**config.mk**
```make
export PLATFORM = sky130hd
export DESIGN_NAME = lns_delugish_log
export DESIGN_NICKNAME = d
export VERILOG_FILES = /design/src/rtl/lns_delugish_log.sv
export SDC_FILE = /design/constraint.sdc
export NUM_CORES = 1
export LEC_CHECK = 0
export CAP_MARGIN = 25
export CORE_ASPECT_RATIO = 0.7
export CORE_UTILIZATION = 62
export CTS_BUF_LIST = sky130_fd_sc_hd__clkbuf_16
export CTS_CLUSTER_DIAMETER = 60
export DETAILED_ROUTE_END_ITERATION = 8
export PLACE_DENSITY = 0.81
export RECOVER_POWER = 25
export SLEW_MARGIN = 30
export SYNTH_ARGS = -nofsm -noshare
export SYNTH_HDL_FRONTEND = slang
export SYNTH_SLANG_ARGS = --single-unit
export TNS_END_PERCENT = 1
```
**constraint.sdc**
```tcl
create_clock -name clk -period 18.1 [get_ports clk]
set_clock_uncertainty 0.2 [all_clocks]
set_input_delay 3.62 -clock clk [delete_from_list [all_inputs] [get_ports clk]]
set_output_delay 3.62 -clock clk [all_outputs]
set_load 0.02 [all_outputs]
```
**src/rtl/lns_delugish_log.sv**
```systemverilog
// Iterative De Lugish linear-to-log converter: log2(1.f) computed by greedy
// shift-add factoring of the mantissa, one factor (1+2^-n) per clock.
module lns_delugish_log #(
  parameter int Y_BITS = 8,
  parameter int X_BITS = 8,
  parameter int I      = 12,
  parameter int L_BITS = 16,
  parameter int E_BITS = 16
) (
  input  logic              clk,
  input  logic              rst,
  input  logic              data_in_valid,
  output logic              data_in_enable,
  input  logic [Y_BITS-1:0] data_in,
  output logic              data_out_valid,
  input  logic              data_out_enable,
  output logic [X_BITS-1:0] data_out
);

  localparam int N_W = $clog2(I + 1);
  localparam int PAD = E_BITS - Y_BITS;
  localparam logic [E_BITS:0] E_ONE = (E_BITS + 1)'(1) << E_BITS;

  typedef enum logic [1:0] {
    S_IDLE = 2'd0,
    S_RUN  = 2'd1,
    S_DONE = 2'd2
  } state_t;

  // log2(1+2^-n) as a 32-bit fraction (16 significant bits), top L_BITS returned
  function automatic logic [L_BITS-1:0] log_const(input logic [N_W-1:0] n);
    logic [31:0] v;
    case (int'(n))
      1:       v = {16'd38336, 16'd0};
      2:       v = {16'd21098, 16'd0};
      3:       v = {16'd11136, 16'd0};
      4:       v = {16'd5732,  16'd0};
      5:       v = {16'd2909,  16'd0};
      6:       v = {16'd1466,  16'd0};
      7:       v = {16'd736,   16'd0};
      8:       v = {16'd369,   16'd0};
      9:       v = {16'd184,   16'd0};
      10:      v = {16'd92,    16'd0};
      11:      v = {16'd46,    16'd0};
      12:      v = {16'd23,    16'd0};
      13:      v = {16'd12,    16'd0};
      14:      v = {16'd6,     16'd0};
      15:      v = {16'd3,     16'd0};
      16:      v = {16'd1,     16'd0};
      default: v = 32'd0;
    endcase
    return L_BITS'(v >> (32 - L_BITS));
  endfunction

  state_t              r_state;
  state_t              w_state_next;
  logic [E_BITS:0]     r_m;
  logic [E_BITS:0]     r_e;
  logic [L_BITS:0]     r_l;
  logic [N_W-1:0]      r_n;
  logic                r_valid;
  logic [X_BITS-1:0]   r_dout;

  logic                w_accept;
  logic                w_last;
  logic [E_BITS:0]     w_m_load;
  logic [E_BITS+1:0]   w_cand;
  logic                w_take;
  logic [E_BITS:0]     w_e_next;
  logic [L_BITS-1:0]   w_const;
  logic [L_BITS:0]     w_l_next;
  logic [X_BITS:0]     w_round_top;
  logic                w_sat;
  logic [X_BITS-1:0]   w_dout_next;

  assign data_in_enable = !rst & ((r_state == S_IDLE) |
                                  ((r_state == S_DONE) & data_out_enable));
  assign w_accept       = data_in_valid & data_in_enable;
  assign w_last         = (r_n == N_W'(I));
  assign w_m_load       = (E_BITS + 1)'({1'b1, data_in}) << PAD;

  // Extra top bit on the candidate keeps E + E/2 from wrapping before the compare
  assign w_cand   = {1'b0, r_e} + ({1'b0, r_e} >> r_n);
  assign w_take   = (w_cand <= {1'b0, r_m});
  assign w_e_next = w_take ? w_cand[E_BITS:0] : r_e;
  assign w_const  = log_const(r_n);
  assign w_l_next = w_take ? (r_l + {1'b0, w_const}) : r_l;

  // Round half up on the top X_BITS fraction bits; integer bit or carry saturates
  assign w_round_top = {1'b0, w_l_next[L_BITS-1 -: X_BITS]} +
                       (X_BITS + 1)'(w_l_next[L_BITS-X_BITS-1]);
  assign w_sat       = w_l_next[L_BITS] | w_round_top[X_BITS];
  assign w_dout_next = w_sat ? {X_BITS{1'b1}} : w_round_top[X_BITS-1:0];

  assign data_out_valid = r_valid;
  assign data_out       = r_dout;

  // FSM state register
  always_ff @(posedge clk or posedge rst) begin
    if (rst) begin
      r_state <= S_IDLE;
    end else begin
      r_state <= w_state_next;
    end
  end

  // FSM next-state decode
  always_comb begin
    w_state_next = r_state;
    case (r_state)
      S_IDLE: begin
        if (w_accept) w_state_next = S_RUN;
        else          w_state_next = S_IDLE;
      end
      S_RUN: begin
        if (w_last) w_state_next = S_DONE;
        else        w_state_next = S_RUN;
      end
      S_DONE: begin
        if (data_out_enable) begin
          if (w_accept) w_state_next = S_RUN;
          else          w_state_next = S_IDLE;
        end else begin
          w_state_next = S_DONE;
        end
      end
      default: w_state_next = S_IDLE;
    endcase
  end

  // Operand load, iteration datapath and registered result
  always_ff @(posedge clk or posedge rst) begin
    if (rst) begin
      r_m     <= '0;
      r_e     <= '0;
      r_l     <= '0;
      r_n     <= '0;
      r_valid <= 1'b0;
      r_dout  <= '0;
    end else begin
      case (r_state)
        S_IDLE, S_DONE: begin
          if ((r_state == S_DONE) && data_out_enable) r_valid <= 1'b0;
          if (w_accept) begin
            r_m <= w_m_load;
            r_e <= E_ONE;
            r_l <= '0;
            r_n <= N_W'(1);
          end
        end
        S_RUN: begin
          r_e <= w_e_next;
          r_l <= w_l_next;
          r_n <= r_n + N_W'(1);
          if (w_last) begin
            r_valid <= 1'b1;
            r_dout  <= w_dout_next;
          end
        end
        default: r_valid <= 1'b0;
      endcase
    end
  end

endmodule

```
# Yosys cells after proc, flatten, opt, wreduce, memory -nomap -nowiden
# Memories as Yosys holds them, arrays and structs flattened.
# Index checks and enable logic that the tools add are counted.
# op_classes
n_div	0
n_eq_ne	7
n_lt_le_gt_ge	1
mul	0
add_sub_neg	4
bitwise_logic	5
n_reduce_logical	10
n_shift	1
muxes	16
# op_table
operator	count
$mux W17	4
$pmux W17 S2	2
$add A17 B18 Y18	1
$le A18 B17 Y1	1
$shr A17 B4 Y18	1
$add A17 B16 Y17	1
$add A8 B1 Y9	1
$mux W8	1
$ne A2 B2 Y1 const B	4
$pmux W4 S2	1
$reduce_and A2 Y1	4
$pmux W2 S3	1
$add A4 B1 Y4 const B	1
$eq A4 B4 Y1 const B	1
$mux W2	2
$mux W4	1
$and A1 B1 Y1	3
$mux W1	3
$reduce_and A3 Y1	1
$eq A2 B1 Y1 const B	1
$eq A2 B2 Y1 const B	1
$logic_not A2 Y1	1
$or A1 B1 Y1	2
$pmux W1 S2	1
4 further kinds	4
# word_totals
romBits	256
reg_bits	58
output_inout_bits	10
mem_count	1
ram_bits	0
latchBits	0
# memory_table
name	depth	width	rd	rd_ports_with_merged_regs	wr	line	rtl
(no name shown)	16	16	1	0	0	33	case (int'(n))

# Depth between registers and ports, before layout
# Gate-level depths: netlist of run 1.
# depth
word_depth	8
ltp_mapped	35
depth_no_buf	31

# Worst setup path before layout of run 1
# OpenSTA, ideal clock, no wires.
# synth_path
path_type	input-to-output
startpoint	in data_out_enable
endpoint	out data_in_enable
t_arrival_ps	4194
path_stages	2
n_path_buf	0
slack_ps	10086
path_cell_list	nor2b_1 nor3_1
# synth_between
elab_chain_len	3
# synth_rtl
element	line	rtl
from (decl)	16	input logic data_out_enable,
$and A1 B1 Y1	77	((r_state == S_DONE) & data_out_enable));
$or A1 B1 Y1	76	assign data_in_enable = !rst & ((r_state == S_IDLE) |
$and A1 B1 Y1	76	
to (decl)	13	output logic data_in_enable,
# No other way between the ends.

# Worst setup path in the final report of run 1
# Same ends and word-level chain as after synthesis.

==> summary.md, run 1 <==
| Metric | Value |
|---|---|
| Initial Util | 65.64% |
| Max Clk Rate | roughly 110 MHz |
| Yosys cell types | between 60 and 70 |
| DP Cell Count | 748 |
| Top cells by area, synth | dfrtp_1 28%, ha_1 12%, nand2_1 5.4% |
| Antenna Cells | 0 |
| Period Utilization, post-route | about half |
| Worst path required time | between 10 and 15 ns |
| Flops & latches, synth | between 50 and 60 |
| Number of buffers created by CTS | 9 |
| Routability congestion estimate | 0.9520 |
| Hold WC Path Type | register to register |
| Setup crit end kind | output pin |
| Worst-path fanout max | 3 |
| Met2 Usage GRT | 48.39% |
| Clk_lat worst skew | roughly 0.33 ns |
| Final Setup Violations | 0 |
| H-Tree Depth | 3 |
| WL per Instance | roughly 18 microns |
| EDFF count, synth | 0 |
| Hold buffers post-CTS | 0 |
| Synth top area share | between 20% and 30% |
| Share of cells above drive strength 1 | about 5.3% |
| Synthesized area | ~0.0053 sq mm |
| Antenna Nets Post-Route | 0 |
| Mux cell area share after synthesis | approximately 5.9% |
| Tightest Pin Transition | about 3.3 ns |
| Resized cells post-CTS | 0 |
| Sequential area share after synthesis | between 20% and 30% |
| Worst EP arrival | around 5.2 ns |
| Nets | between 700 and 800 |
| Commonest non-fill, non-tap cell in the layout | nand2_1 |
| Die Wd | between 100 and 150 microns |
| Vias/cell | between 6 and 7 |
| Fin. Hold Viols | 0 |
| Largest family of logic cells by synthesized area | compound AO/OA/AOI/OAI gates |
| Commonest non-fill, non-tap cells in the layout | 76 x nand2_1, 58 x dfrtp_1, 55 x a21oi_1 |
| Gr usage total | 32.17% |
| Avg Synthesized Cell Area | 8.107 sq um |
| Critical path type | input port to output pin |
| Failing checks | design-rule violations, max-capacitance violations, max-slew violations |
| Post-route DRC | 2 |
| Met1 Usage GRT | a little under half |
| Final WL | ~14000 microns |
| Clk sinks | 58 |
| DIE AREA | a little under 0.009 sq mm |
| Synth Area in Compound Gates | 24.16% |
| Final TNS setup | 0 ns |
| M3 GR Usage | roughly 7.8% |
| Largest net degree at the start of global routing | between 50 and 60 |
| First-pass GRT wire length | about 22000 microns |
| DR iter-0 viols | approximately 500 |
| CTS tree | done |
| Grt total ovfl | 0 |
| DRT Pass-1 Iters | 7 |
| Final period demand of the worst path | approximately 9 ns |
| Ports | 22 |
| YS warnings | 0 |
| Xor/xnor share of the synthesized area | 4.813% |
| Post-synth top area cell | dfrtp_1 |
| Worst Setup Start Kind | input port |
| CTS Buffer Depth | 2 |
| Slew HR | -120.0% |
| Max capacitance violation total | 1 |
| Clock transition at the registers of the reported paths | 0.05 ns |
| Mapped Nets | around 720 |
| Synth Area in Simple Gates | ~21% |
| RSZ-0062 raised after global routing | no |
| Outcome | finished with violations |
| Die H | around 79 microns |
| Number of setup buffers added after CTS | 0 |
| Vias | slightly below 5000 |
| Initial antenna violation count | 0 |
| Core ar. | a little over 0.008 sq mm |
| Global route hottest layer | met2 |
| Fraction of registers with async set/reset | between 90% and 100% |
| Place WS | a little over 9 ns |
| Post-detailed-placement half-perimeter wirelength | slightly below 10000 microns |
| IO buf count | 21 |
| Syn-to-layout area delta | 10.08% |
| Finished Layout Cells | between 700 and 800 |
| Post-Syn Instances | 651 |
| Post-Synth Adder-Cell Area | about 13% |
| Synth Flop Type | dfrtp_1 |
| Pins Over Slew Limit | slightly below 60 |
| Vias in the first global route | about 4500 |
| Final setup margin | 9.101 ns |
| Root Buffer | clkbuf_16 |
| Rows | 27 |
stage by stage:
step / utilization [%] / hold slack, ns / cell area (sq um)
floorplan: - / 0.2181 / 5278
global placement: 68.88 / 0.2533 / 5538
detailed placement: 68.88 / 0.2621 / 5538
CTS: 72.30 / 0.2743 / 5813
global route: 72.25 / 0.2817 / 5809
finish: 72.25 / 0.2699 / 5809
worst paths after layout:
path | from | end | slack (ns) | cells after the start
setup / recovery | data_out_enable | data_in_enable | 9.10 | 4
hold / removal | r_m[16] | r_m[16] | 0.27 | 2
setup reg to reg | r_n[1] | data_out[2] | 10.02 | 29
hold reg to reg | r_m[16] | r_m[16] | 0.27 | 2
max in group asynchronous | rst | data_out[7] | 11.01 | 3
min in group asynchronous | rst | data_out[2] | 4.84 | 3
metal layers:
metal  part of all wire (%)  vias to the layer above
li1                       -                     2400
met1                     47                     2288
met2                     43                      215
met3                    8.3                       36
met4                    1.8                        0
met5                      0                        -
area by class of cell:
class | instances | area, sq um
clock buffers | 9 | 225.2
clock inverters | 6 | 50.05
fillers | 618 | 2231
inverters | 23 | 86.33
multi-input cells | 537 | 3603
flip-flops and latches | 58 | 1451
well taps | 101 | 126.4
repair buffers | 29 | 266.5
sequential cells by signal (all words and copies together) (netlist names):
| register | flops |
|---|---|
| data_out | 8 |
| r_e | 17 |
| r_state | 2 |
| r_l | 17 |
| data_out_valid | 1 |
| r_m | 9 |
| r_n | 4 |
critical path, cell delays in order:
cell and delay [ns]:
dlygate4sd3_1 0.57, nor2b_1 0.08, nor3_1 0.25, clkdlybuf4s50_1 0.67
cells in the mapped netlist, types with 6 or more instances:
library cell   n
nand2_1       76
dfrtp_1       58
a21oi_1       55
ha_1          51
nor2_1        48
nand3_1       40
o21ai_0       30
clkbuf_1      25
inv_1         22
mux2i_1       21
o21ai_1       20
xnor2_1       20
a21o_1        16
a211oi_1      12
nor3_1        11
xor2_1         9
nand2b_1       8
o21a_1         8
o22a_1         7
a31oi_1        6
and3_1         6
nand4_1        6
nor2b_1        6
o211ai_1       6
cell families (layout without fill, tap and decap cells):
group                      after synthesis  count (layout)
and+or+nand+nor                        229             229
muxes                                   28              28
DFF                                     58              58
adders and majority gates               53              53
buffers and inverters                   56              67
AOI/OAI and AO/OA                      198             198
xor gates and xnor gates                29              29
Power of run 1 is not shown: default switching activity piles up to over one toggle a cycle in this logic, so the estimate is an artifact.
==> inputs of run 2 (changes only) <==
--- a/config.mk
+++ b/config.mk
@@ -7,11 +7,11 @@
 export LEC_CHECK = 0
 export CAP_MARGIN = 25
 export CORE_ASPECT_RATIO = 0.7
-export CORE_UTILIZATION = 62
+export CORE_UTILIZATION = 56
 export CTS_BUF_LIST = sky130_fd_sc_hd__clkbuf_16
 export CTS_CLUSTER_DIAMETER = 60
 export DETAILED_ROUTE_END_ITERATION = 8
-export PLACE_DENSITY = 0.81
+export PLACE_DENSITY = 0.77
 export RECOVER_POWER = 25
 export SLEW_MARGIN = 30
 export SYNTH_ARGS = -nofsm -noshare
==> constraint.sdc (replaced) <==
create_clock -name clk -period 7.6 [get_ports clk]
set_clock_uncertainty 0.2 [all_clocks]
set_input_delay 1.52 -clock clk [delete_from_list [all_inputs] [get_ports clk]]
set_output_delay 1.52 -clock clk [all_outputs]
set_load 0.02 [all_outputs]
==> run 2 against run 1 <==
Against the previous run: cell count increased by 4.1%; critical endpoint is now data_out[2]; largest cell class unchanged; first-iteration DRC count decreased by 0.60%; via count increased by 1.9%; critical path depth increased by 25; die area increased by 10%; the run ends with max-capacitance violations, max-slew violations left; global-route usage decreased by 0.87 points; register-to-register slack got worse by 9.5 ns; highest routed layer unchanged.
==> summary.md, run 2 (same netlist as run 1, synthesis figures left out) <==
| Metric | Value |
|---|---|
| Critical Path Slowest Stage Cell | dfrtp_2 |
| Setup crit end kind | register |
| Largest net degree at the start of global routing | ~60 |
| Nets | 730 |
| Hold buffers post-CTS | 0 |
| Placed Area | around 0.0056 sq mm |
| Critical path's top delay family | compound AO/OA/AOI/OAI gates |
| Number of buffers created by CTS | 9 |
| Gr usage total | 31.30% |
| Post-route DRC | 0 |
| Hold_ws | 0.2764 ns |
| Initial Util | a little under 60% |
| Initial antenna violation count | 0 |
| Worst path required time | 7.62 ns |
| Root Buffer | clkbuf_16 |
| Vias | between 5000 and 6000 |
| CTS Buffer Depth | 2 |
| Levels on crit path | 29 |
| Antenna Cells | 0 |
| Die Wd | ~120 microns |
| Outcome | finished with violations |
| Commonest non-fill, non-tap cell in the layout | nand2_1 |
| Die H | about 83 microns |
| RSZ-0062 raised after global routing | no |
| Ports | 22 |
| CTS tree | done |
| R2R depth | 29 |
| Period Utilization, post-route | approximately 94% |
| First-pass GRT wire length | between 20000 and 25000 microns |
| Hold path start | r_m[16] |
| Vias in the first global route | approximately 4700 |
| Final WL | 14600 microns |
| Worst-path fanout max | 15 |
| H-Tree Depth | 3 |
| Post-detailed-placement half-perimeter wirelength | 10610 microns |
| Max Clk Rate | about 140 MHz |
| DR iter-0 viols | approximately 500 |
| Clock transition at the registers of the reported paths | around 0.050 ns |
| Worst r2r dst | data_out[2] |
| Commonest non-fill, non-tap cells in the layout | 76 x nand2_1, 56 x dfrtp_1, 55 x a21oi_1 |
| Max incr delay on CP | 0.57 ns |
| Fin area | between 0.005 and 0.006 sq mm |
| Hold WC Path Type | register to register |
| Failing checks | max-capacitance violations, max-slew violations |
| Worst R2R Start | r_n[1] |
| DRT Pass-1 Iters | 5 |
| Share of cells above drive strength 1 | under 10% |
| Worst EP arrival | ~7.2 ns |
| WP buf/inv | 1 |
| Max capacitance violation total | 1 |
| DIE AREA | between 0.009 and 0.01 sq mm |
| Final period demand of the worst path | 7.128 ns |
| Grt total ovfl | 0 |
| Worst Setup Start Kind | register |
| Final Setup Violations | 0 |
| Routability congestion estimate | between 0.9 and 1 |
| Clk sinks | 58 |
| Core ar. | roughly 0.0091 sq mm |
| Slew HR | -115.8% |
| Hold path cells | 2 |
| Syn-to-layout area delta | 12.33% |
| Fillers | slightly below 800 |
| Vias/cell | between 6 and 7 |
| WL per Instance | ~18 microns |
| Hold endpoint | r_m[16] |
| Final TNS setup | 0 ns |
| Pins Over Slew Limit | just under 60 |
| Rows | 29 |
| Clk_lat worst skew | about 0.34 ns |
| Antenna Nets Post-Route | 0 |
| R2R Setup Slk | about 0.47 ns |
| IO buf count | 21 |
| Tightest Pin Transition | 3.237 ns |
| Top Registers | r_e (17), r_l (17), r_m (9) |
| Critical path type | register to register |
| Fin. Hold Viols | 0 |
[run 2: cell count changes in the layout (fill, tap and decap cells not counted)]
cell,before,now
clkinv_4,0,1
dfrtp_2,0,2
buf_4,7,14
dfrtp_1,58,56
bufinv_16,1,2
dlygate4sd3_1,2,1
clkdlybuf4s50_1,19,20
clkinv_1,5,4
[run 2: worst register-to-register path, delay by kind of cell (launching register included)]
family | cells | cell delay, ns
XOR/XNOR | 1 | 0.17
buffers and inverters | 1 | 0.25
AND/OR/NAND/NOR | 9 | 1.36
AO/OA/AOI/OAI | 12 | 2.46
adder cells (fa/ha/maj) | 3 | 0.94
multiplexers | 3 | 1.07
flip-flops | 1 | 0.57
[run 2: final cells by class]
| type | instances | area, sq um | area share, % |
|---|---|---|---|
| multi-input combinational | 537 | 3603 | 60.79 |
| sequential | 58 | 1454 | 24.53 |
| timing repair buffer | 36 | 319.1 | 5.382 |
| clock buffer | 9 | 225.2 | 3.799 |
| tap | 124 | 155.1 | 2.617 |
| inverter | 23 | 86.33 | 1.456 |
| clock inverter | 7 | 85.08 | 1.435 |
[run 2: how the worst max path moves through the flow]
stage / from / to / slack [ns]
floorplan: r_n[1] / data_out[2] / 0.61
global placement: r_n[1] / data_out[2] / 0.65
detailed placement: r_n[1] / data_out[2] / 0.48
CTS: r_n[1] / data_out[2] / 0.42
global route: r_n[1] / data_out[2] / 0.04
finish: r_n[1] / data_out[2] / 0.47
[run 2: repair_timing]
item | in CTS | in global routing
hold endpoints to repair | 0 | 0
endpoints found under the setup margin | 0 | 4
buffers inserted | 0 | 0
gates resized for setup | 0 | 2
[run 2: per-layer routing]
layer	up-vias	GRT usage [%]	wire (microns)
met4	0	8.741	187
met2	221	44.97	6077
met3	19	8.723	1201
li1	2403	-	-
met5	-	0	0
met1	2391	45.43	7135
[run 2: stage by stage]
step / util [%] / std cells / setup slack (ns)
2_1_floorplan: - / 651 / 0.6120
3_3_place_gp: 61.70 / 778 / 0.6465
3_5_place_dp: 61.70 / 778 / 0.4825
4_1_cts: 65.11 / 794 / 0.4235
5_1_grt: 65.09 / 794 / 0.04452
6_report: 65.09 / 794 / 0.4724
Power of run 2 is left out for the same reason.
